===== src/rtl/frodo_mac_stream.sv =====
// Streaming multiply-accumulate: D[k] = C[k] +/- S[k]*B[k] mod 2^q, LANES 16-bit lanes per word.
// Optional FRODO_MAC_STREAM_STALL_EN adds a stall input that freezes the stream.
module frodo_mac_stream #(
    parameter int unsigned LANES      = 4,
    parameter int unsigned ADDR_WIDTH = 12,
    parameter int unsigned RD_LAT     = 1
) (
    input  logic                    clk,
    input  logic                    rstn,
`ifdef FRODO_MAC_STREAM_STALL_EN
    input  logic                    stall,
`endif
    input  logic                    start,
    input  logic [ADDR_WIDTH-1:0]   len,
    input  logic [ADDR_WIDTH-1:0]   b_base,
    input  logic [ADDR_WIDTH-1:0]   c_base,
    input  logic [ADDR_WIDTH-1:0]   s_base,
    input  logic [ADDR_WIDTH-1:0]   d_base,
    input  logic [1:0]              level,
    input  logic                    sub,
    output logic [ADDR_WIDTH-1:0]   b_addr,
    output logic [ADDR_WIDTH-1:0]   c_addr,
    output logic [ADDR_WIDTH-1:0]   s_addr,
    input  logic [LANES*16-1:0]     b_rd_data,
    input  logic [LANES*16-1:0]     c_rd_data,
    input  logic [LANES*8-1:0]      s_rd_data,
    output logic [ADDR_WIDTH-1:0]   d_addr,
    output logic                    d_we,
    output logic [LANES*16-1:0]     d_wr_data,
    output logic                    busy,
    output logic                    done
);

    localparam int unsigned WW = LANES * 16;
    localparam int unsigned SW = LANES * 8;
    localparam logic [ADDR_WIDTH-1:0] AOne = 1;

    typedef enum logic [1:0] {StIdle, StRun, StDrain, StDone} state_e;

    state_e                  state_q, state_d;
    logic [ADDR_WIDTH-1:0]   b_addr_q, c_addr_q, s_addr_q, d_ptr_q, rem_q;
    logic                    sub_q, q15_q;
    logic [RD_LAT-1:0]       iss_q;
    logic [ADDR_WIDTH-1:0]   da_q [RD_LAT];
    logic [1:0]              cnt_q;
    logic [WW-1:0]           buf_b_q [2];
    logic [WW-1:0]           buf_c_q [2];
    logic [SW-1:0]           buf_s_q [2];
    logic [ADDR_WIDTH-1:0]   buf_a_q [2];
    logic [ADDR_WIDTH-1:0]   d_addr_q;
    logic [WW-1:0]           d_data_q;
    logic                    d_we_q;

    logic                    stall_w, accept, issue, arr, consume, pop, push, push_idx;
    logic [WW-1:0]           head_b, head_c;
    logic [SW-1:0]           head_s;
    logic [ADDR_WIDTH-1:0]   head_a;

`ifdef FRODO_MAC_STREAM_STALL_EN
    assign stall_w = stall;
`else
    assign stall_w = 1'b0;
`endif

    function automatic logic [WW-1:0] mac_word(input logic [WW-1:0] b, input logic [WW-1:0] c,
                                               input logic [SW-1:0] s, input logic sb,
                                               input logic q15);
        logic [WW-1:0] res;
        logic [15:0]   sx, p, r;
        res = '0;
        for (int j = 0; j < int'(LANES); j++) begin
            sx = {{8{s[j*8+7]}}, s[j*8+:8]};
            p  = sx * b[j*16+:16];
            r  = sb ? (c[j*16+:16] - p) : (c[j*16+:16] + p);
            if (q15) r[15] = 1'b0;
            res[j*16+:16] = r;
        end
        return res;
    endfunction

    assign accept  = (state_q == StIdle) && start && (len != '0);
    assign issue   = (state_q == StRun) && !stall_w;
    assign arr     = iss_q[RD_LAT-1];
    // Read data keeps arriving while stalled; it parks in a small buffer and
    // is consumed in order once the stall releases.
    assign consume = !stall_w && ((cnt_q != 2'd0) || arr);
    assign pop     = consume && (cnt_q != 2'd0);
    assign push    = arr && (stall_w || (cnt_q != 2'd0));
    assign push_idx = pop ? (cnt_q == 2'd2) : (cnt_q == 2'd1);

    always_comb begin
        head_b = b_rd_data;
        head_c = c_rd_data;
        head_s = s_rd_data;
        head_a = da_q[RD_LAT-1];
        if (cnt_q != 2'd0) begin
            head_b = buf_b_q[0];
            head_c = buf_c_q[0];
            head_s = buf_s_q[0];
            head_a = buf_a_q[0];
        end
    end

    always_comb begin
        state_d = state_q;
        unique case (state_q)
            StIdle:  if (start) state_d = (len == '0) ? StDone : StRun;
            StRun:   if (issue && (rem_q == '0)) state_d = StDrain;
            StDrain: if (!stall_w && d_we_q && (cnt_q == 2'd0) && !(|iss_q)) state_d = StDone;
            StDone:  state_d = StIdle;
            default: state_d = StIdle;
        endcase
    end

    always_ff @(posedge clk or negedge rstn) begin
        if (!rstn) state_q <= StIdle;
        else       state_q <= state_d;
    end

    always_ff @(posedge clk or negedge rstn) begin
        if (!rstn) begin
            b_addr_q <= '0;
            c_addr_q <= '0;
            s_addr_q <= '0;
            d_ptr_q  <= '0;
            rem_q    <= '0;
            sub_q    <= 1'b0;
            q15_q    <= 1'b0;
            iss_q    <= '0;
            cnt_q    <= 2'd0;
            d_addr_q <= '0;
            d_data_q <= '0;
            d_we_q   <= 1'b0;
            for (int i = 0; i < int'(RD_LAT); i++) da_q[i] <= '0;
            for (int i = 0; i < 2; i++) begin
                buf_b_q[i] <= '0;
                buf_c_q[i] <= '0;
                buf_s_q[i] <= '0;
                buf_a_q[i] <= '0;
            end
        end else begin
            if (accept) begin
                b_addr_q <= b_base;
                c_addr_q <= c_base;
                s_addr_q <= s_base;
                d_ptr_q  <= d_base;
                rem_q    <= len - AOne;
                sub_q    <= sub;
                q15_q    <= (level == 2'd0);
            end
            if (issue) begin
                da_q[0] <= d_ptr_q;
                d_ptr_q <= d_ptr_q + AOne;
                // The final index leaves its address on the bus.
                if (rem_q != '0) begin
                    b_addr_q <= b_addr_q + AOne;
                    c_addr_q <= c_addr_q + AOne;
                    s_addr_q <= s_addr_q + AOne;
                    rem_q    <= rem_q - AOne;
                end
            end
            iss_q[0] <= issue;
            for (int i = 1; i < int'(RD_LAT); i++) begin
                iss_q[i] <= iss_q[i-1];
                da_q[i]  <= da_q[i-1];
            end

            if (pop) begin
                buf_b_q[0] <= buf_b_q[1];
                buf_c_q[0] <= buf_c_q[1];
                buf_s_q[0] <= buf_s_q[1];
                buf_a_q[0] <= buf_a_q[1];
            end
            if (push) begin
                buf_b_q[push_idx] <= b_rd_data;
                buf_c_q[push_idx] <= c_rd_data;
                buf_s_q[push_idx] <= s_rd_data;
                buf_a_q[push_idx] <= da_q[RD_LAT-1];
            end
            cnt_q <= cnt_q + {1'b0, push} - {1'b0, pop};

            if (consume) begin
                d_we_q   <= 1'b1;
                d_addr_q <= head_a;
                d_data_q <= mac_word(head_b, head_c, head_s, sub_q, q15_q);
            end else if (!stall_w) begin
                d_we_q   <= 1'b0;
            end
        end
    end

    assign b_addr    = b_addr_q;
    assign c_addr    = c_addr_q;
    assign s_addr    = s_addr_q;
    assign d_addr    = d_addr_q;
    assign d_wr_data = d_data_q;
    assign d_we      = d_we_q && !stall_w;
    assign busy      = (state_q == StRun) || (state_q == StDrain);
    assign done      = (state_q == StDone);

endmodule


===== config.mk =====
export PLATFORM = sky130hd
export DESIGN_NAME = frodo_mac_stream
export DESIGN_NICKNAME = d
export VERILOG_FILES = /design/src/rtl/frodo_mac_stream.sv
export SDC_FILE = /design/constraint.sdc
export NUM_CORES = 2
export LEC_CHECK = 0
export CELL_PAD_IN_SITES_DETAIL_PLACEMENT = 1
export CELL_PAD_IN_SITES_GLOBAL_PLACEMENT = 1
export CORE_MARGIN = 3
export CORE_UTILIZATION = 49
export CTS_CLUSTER_SIZE = 8
export DETAILED_ROUTE_END_ITERATION = 8
export PLACE_DENSITY_LB_ADDON = 0.1
export SLEW_MARGIN = 20
export SYNTH_ARGS = -nofsm -noshare
export SYNTH_HDL_FRONTEND = slang
export SYNTH_SLANG_ARGS = --single-unit

===== constraint.sdc =====
create_clock -name clk -period 21.4 [get_ports clk]
set_clock_uncertainty 0.15 [all_clocks]
set_input_delay 4.28 -clock clk [delete_from_list [all_inputs] [get_ports clk]]
set_output_delay 4.28 -clock clk [all_outputs]
set_load 0.005 [all_outputs]

==> results.json <==
{
  "status": "finished, final reports clean",
  "gp_congestion": 0.854,
  "clock_path_buffers": 3,
  "synth_most_common_cell": "nand2_1",
  "antenna_found_initial": 9,
  "synth_edf_count": 0,
  "drtAntennaViolNets": 0,
  "powerDensity_nw_per_um2": 109,
  "grt_pass1_vias": 34900,
  "final-max-slew-violation-count": 0,
  "syn_area_per_cell_um2": 8.96,
  "fin_util": 0.580,
  "cts-htree-levels": 3,
  "intPower_mw": 2.84,
  "stdcell_area_um2": 45100,
  "die_area_um2": 82200,
  "synthFlopType": "dfrtp_1",
  "fin_crit_sh": 0.521,
  "critPathSlowestCell": "mux2i_1",
  "drtPass1Iterations": 5,
  "drt_iter0_drc": 1433,
  "cpPeakStageDelay_ps": 830,
  "p_sw_mw": 2.09,
  "setup_viol": 0,
  "path_class": "primary input to register",
  "crit_required_ps": 21780,
  "layout-drive-gt1-share": 0.0927,
  "async_reset_ff_frac": 1.00,
  "io_buffers": 340,
  "die_w_um": 287,
  "fin_crit_ps": 11150,
  "clock_latency_ps": 630,
  "syn_area_um2": 38600,
  "num-nets-final": 5277,
  "syn_nets": 4994,
  "viasPerCell": 5.59,
  "vias": 31600,
  "start_util": 0.496,
  "reg2reg_slack_ps": 11330,
  "yosysSeqAreaShare": 0.324,
  "synth-seq-cells": 500,
  "combPwrFrac": 0.579,
  "critPathLaunchType": "primary input",
  "hold_path_startpoint": "d_wr_data[17]$_DFFE_PN0P_",
  "hold_path_depth": 2,
  "synth.top_cell.area_share": 0.324,
  "post_cts_resized": 0,
  "max-cap-violations": 0,
  "die_y_um": 287,
  "cpMostUsedCell": "fa_1",
  "p_sw_frac": 0.425,
  "rr_startpoint": "cnt_q[1]$_DFF_PN0_",
  "io_pins": 341,
  "area_growth_pct": 16.9,
  "drc": 0,
  "cts_tree": "yes",
  "crit_end": "d_wr_data[15]$_DFFE_PN0P_",
  "p_clk_frac": 0.218,
  "max_freq_ghz": 0.0897,
  "routed_wl_mm": 116,
  "synth_cell_type_count": 76,
  "hold_slack_ps": 333,
  "ys.warnings.count": 0,
  "grt_max_degree": 114,
  "cts_hold_buf": 0,
  "clock_sinks": 500,
  "avgRoutedWirePerCell_um": 20.5,
  "place_area_um2": 43000,
  "nFillCells": 8920,
  "rsz0062_at_grt": "no",
  "ir_worst_vdd_uv": 96.6,
  "synth_common_cells": "nand2_1, nor2_1, dfrtp_1",
  "dpl.hpwl_mm": 84.9,
  "path_clk_slew_ps": 50,
  "gr-usage-all-layers": 0.288,
  "core-area_um2": 77700,
  "startpoint": "s_rd_data[5]",
  "end_kind": "register",
  "grt_overflow": 0,
  "cp_data_arrival_time_ps": 11520,
  "cts_buffers": 73,
  "post_cts_buffers": 0,
  "r2r_end": "d_wr_data[15]$_DFFE_PN0P_",
  "post-synth-top-area-cell": "dfrtp_1",
  "syn_inst": 4308,
  "final-hold-violation-count": 0,
  "maxSlewHeadroom": 0.299,
  "worst_pin_slew_ps": 1020,
  "grt_pass1_wl_mm": 189,
  "synthTopCellsByArea": "dfrtp_1, fa_1, ha_1",
  "p_seq_frac": 0.202,
  "finalSetupTns_ps": 0,
  "critPathMaxFanout": 10,
  "worstRegToRegCells": 30,
  "rows": 102,
  "root_buffer": "clkbuf_16",
  "leakagePower_nw": 21.0,
  "hold_path.class": "register to register"
}
-- metrics by stage --
step / power (mW) / setup WS, ps / instances
after floorplan: 3.13 / 10980 / 4308
after global placement: 3.81 / 10020 / 5556
after detailed placement: 3.88 / 9710 / 5556
after CTS: 4.99 / 10310 / 5646
after global routing: 5.35 / 9800 / 5654
final: 4.93 / 10250 / 5655
-- cells by family (layout without fill, tap and decap cells) --
kind of cell	count (synthesis)	after routing	synth area share
multiplexers	308	308	0.0860
flip-flops	500	500	0.324
XOR/XNOR	210	210	0.0505
other	0	9	0
AO/OA/AOI/OAI	650	650	0.105
adder cells (fa/ha/maj)	460	460	0.197
AND/OR/NAND/NOR	1577	1577	0.176
buffers and inverters	603	901	0.0603
-- final cells by class --
cell class,count,area (um2),area share
Multi-Input combinational cell,3205,23800,0.527
Sequential cell,500,12500,0.278
Timing Repair Buffer,408,3940,0.0873
Clock buffer,85,1950,0.0433
Inverter,403,1510,0.0335
Tap cell,1040,1300,0.0289
Clock inverter,5,66.3,0.00147
Antenna cell,9,22.5,0.000499
-- power by group through the flow --
stage	Sequential, mW	Combinational, mW	Clock [mW]
after floorplan	1.01	2.12	0
after global placement	1.01	2.80	0
after detailed placement	1.01	2.86	0
after CTS	0.997	2.89	1.10
after global routing	1.00	3.21	1.14
final	0.997	2.86	1.08
-- worst max-delay path, delay by kind of cell --
kind | cells | cell delay [ps]
compound gates | 7 | 1300
buf+inv | 4 | 630
xor+xnor | 3 | 520
fa+ha+maj | 6 | 2560
simple gates | 6 | 1380
mux | 1 | 830
-- layout by cell type (no fill, tap or decap), types with 7 or more instances in the layout --
| master | count |
|---|---|
| nand2_1 | 647 |
| nor2_1 | 591 |
| dfrtp_1 | 497 |
| inv_1 | 402 |
| clkdlybuf4s50_1 | 339 |
| fa_1 | 248 |
| ha_1 | 212 |
| a31oi_1 | 195 |
| mux2_2 | 184 |
| a21oi_1 | 164 |
| xnor2_1 | 129 |
| mux2i_1 | 123 |
| o21ai_0 | 98 |
| clkbuf_16 | 75 |
| xor2_1 | 73 |
| buf_4 | 66 |
| or2_2 | 62 |
| a211oi_1 | 50 |
| nand3_1 | 42 |
| nor3_1 | 41 |
| and2_1 | 36 |
| nor2b_1 | 31 |
| a21o_1 | 27 |
| nor3b_1 | 23 |
| and3_1 | 23 |
| o31ai_1 | 16 |
| or3_1 | 14 |
| nand2b_1 | 13 |
| o21a_1 | 13 |
| a211o_1 | 11 |
| o211ai_1 | 10 |
| diode_2 | 9 |
| o22ai_1 | 9 |
| nor4_1 | 8 |
| nor4bb_1 | 8 |
| xnor3_1 | 8 |
| nand3b_1 | 7 |
| o21bai_1 | 7 |
-- routing by layer --
metal  track usage  vias to the layer above  part of all wire  wire length (um)
met5             0                        -           0.00011                13
met4         0.113                        2             0.043              4950
met3        0.0395                      239             0.031              3550
met2         0.537                      464              0.53             61700
met1         0.332                    16100              0.39             45800
li1              -                    14800                 -                 -
-- how the worst min path moves through the flow --
stage / endpoint
global route: register
detailed placement: d_wr_data[17]$_DFFE_PN0P_
global placement: d_wr_data[17]$_DFFE_PN0P_
finish: d_wr_data[17]$_DFFE_PN0P_
CTS: d_addr[7]$_DFFE_PN0P_
floorplan: d_addr[0]$_DFFE_PN0P_
Note: power is estimated with default switching activity, not from simulation.
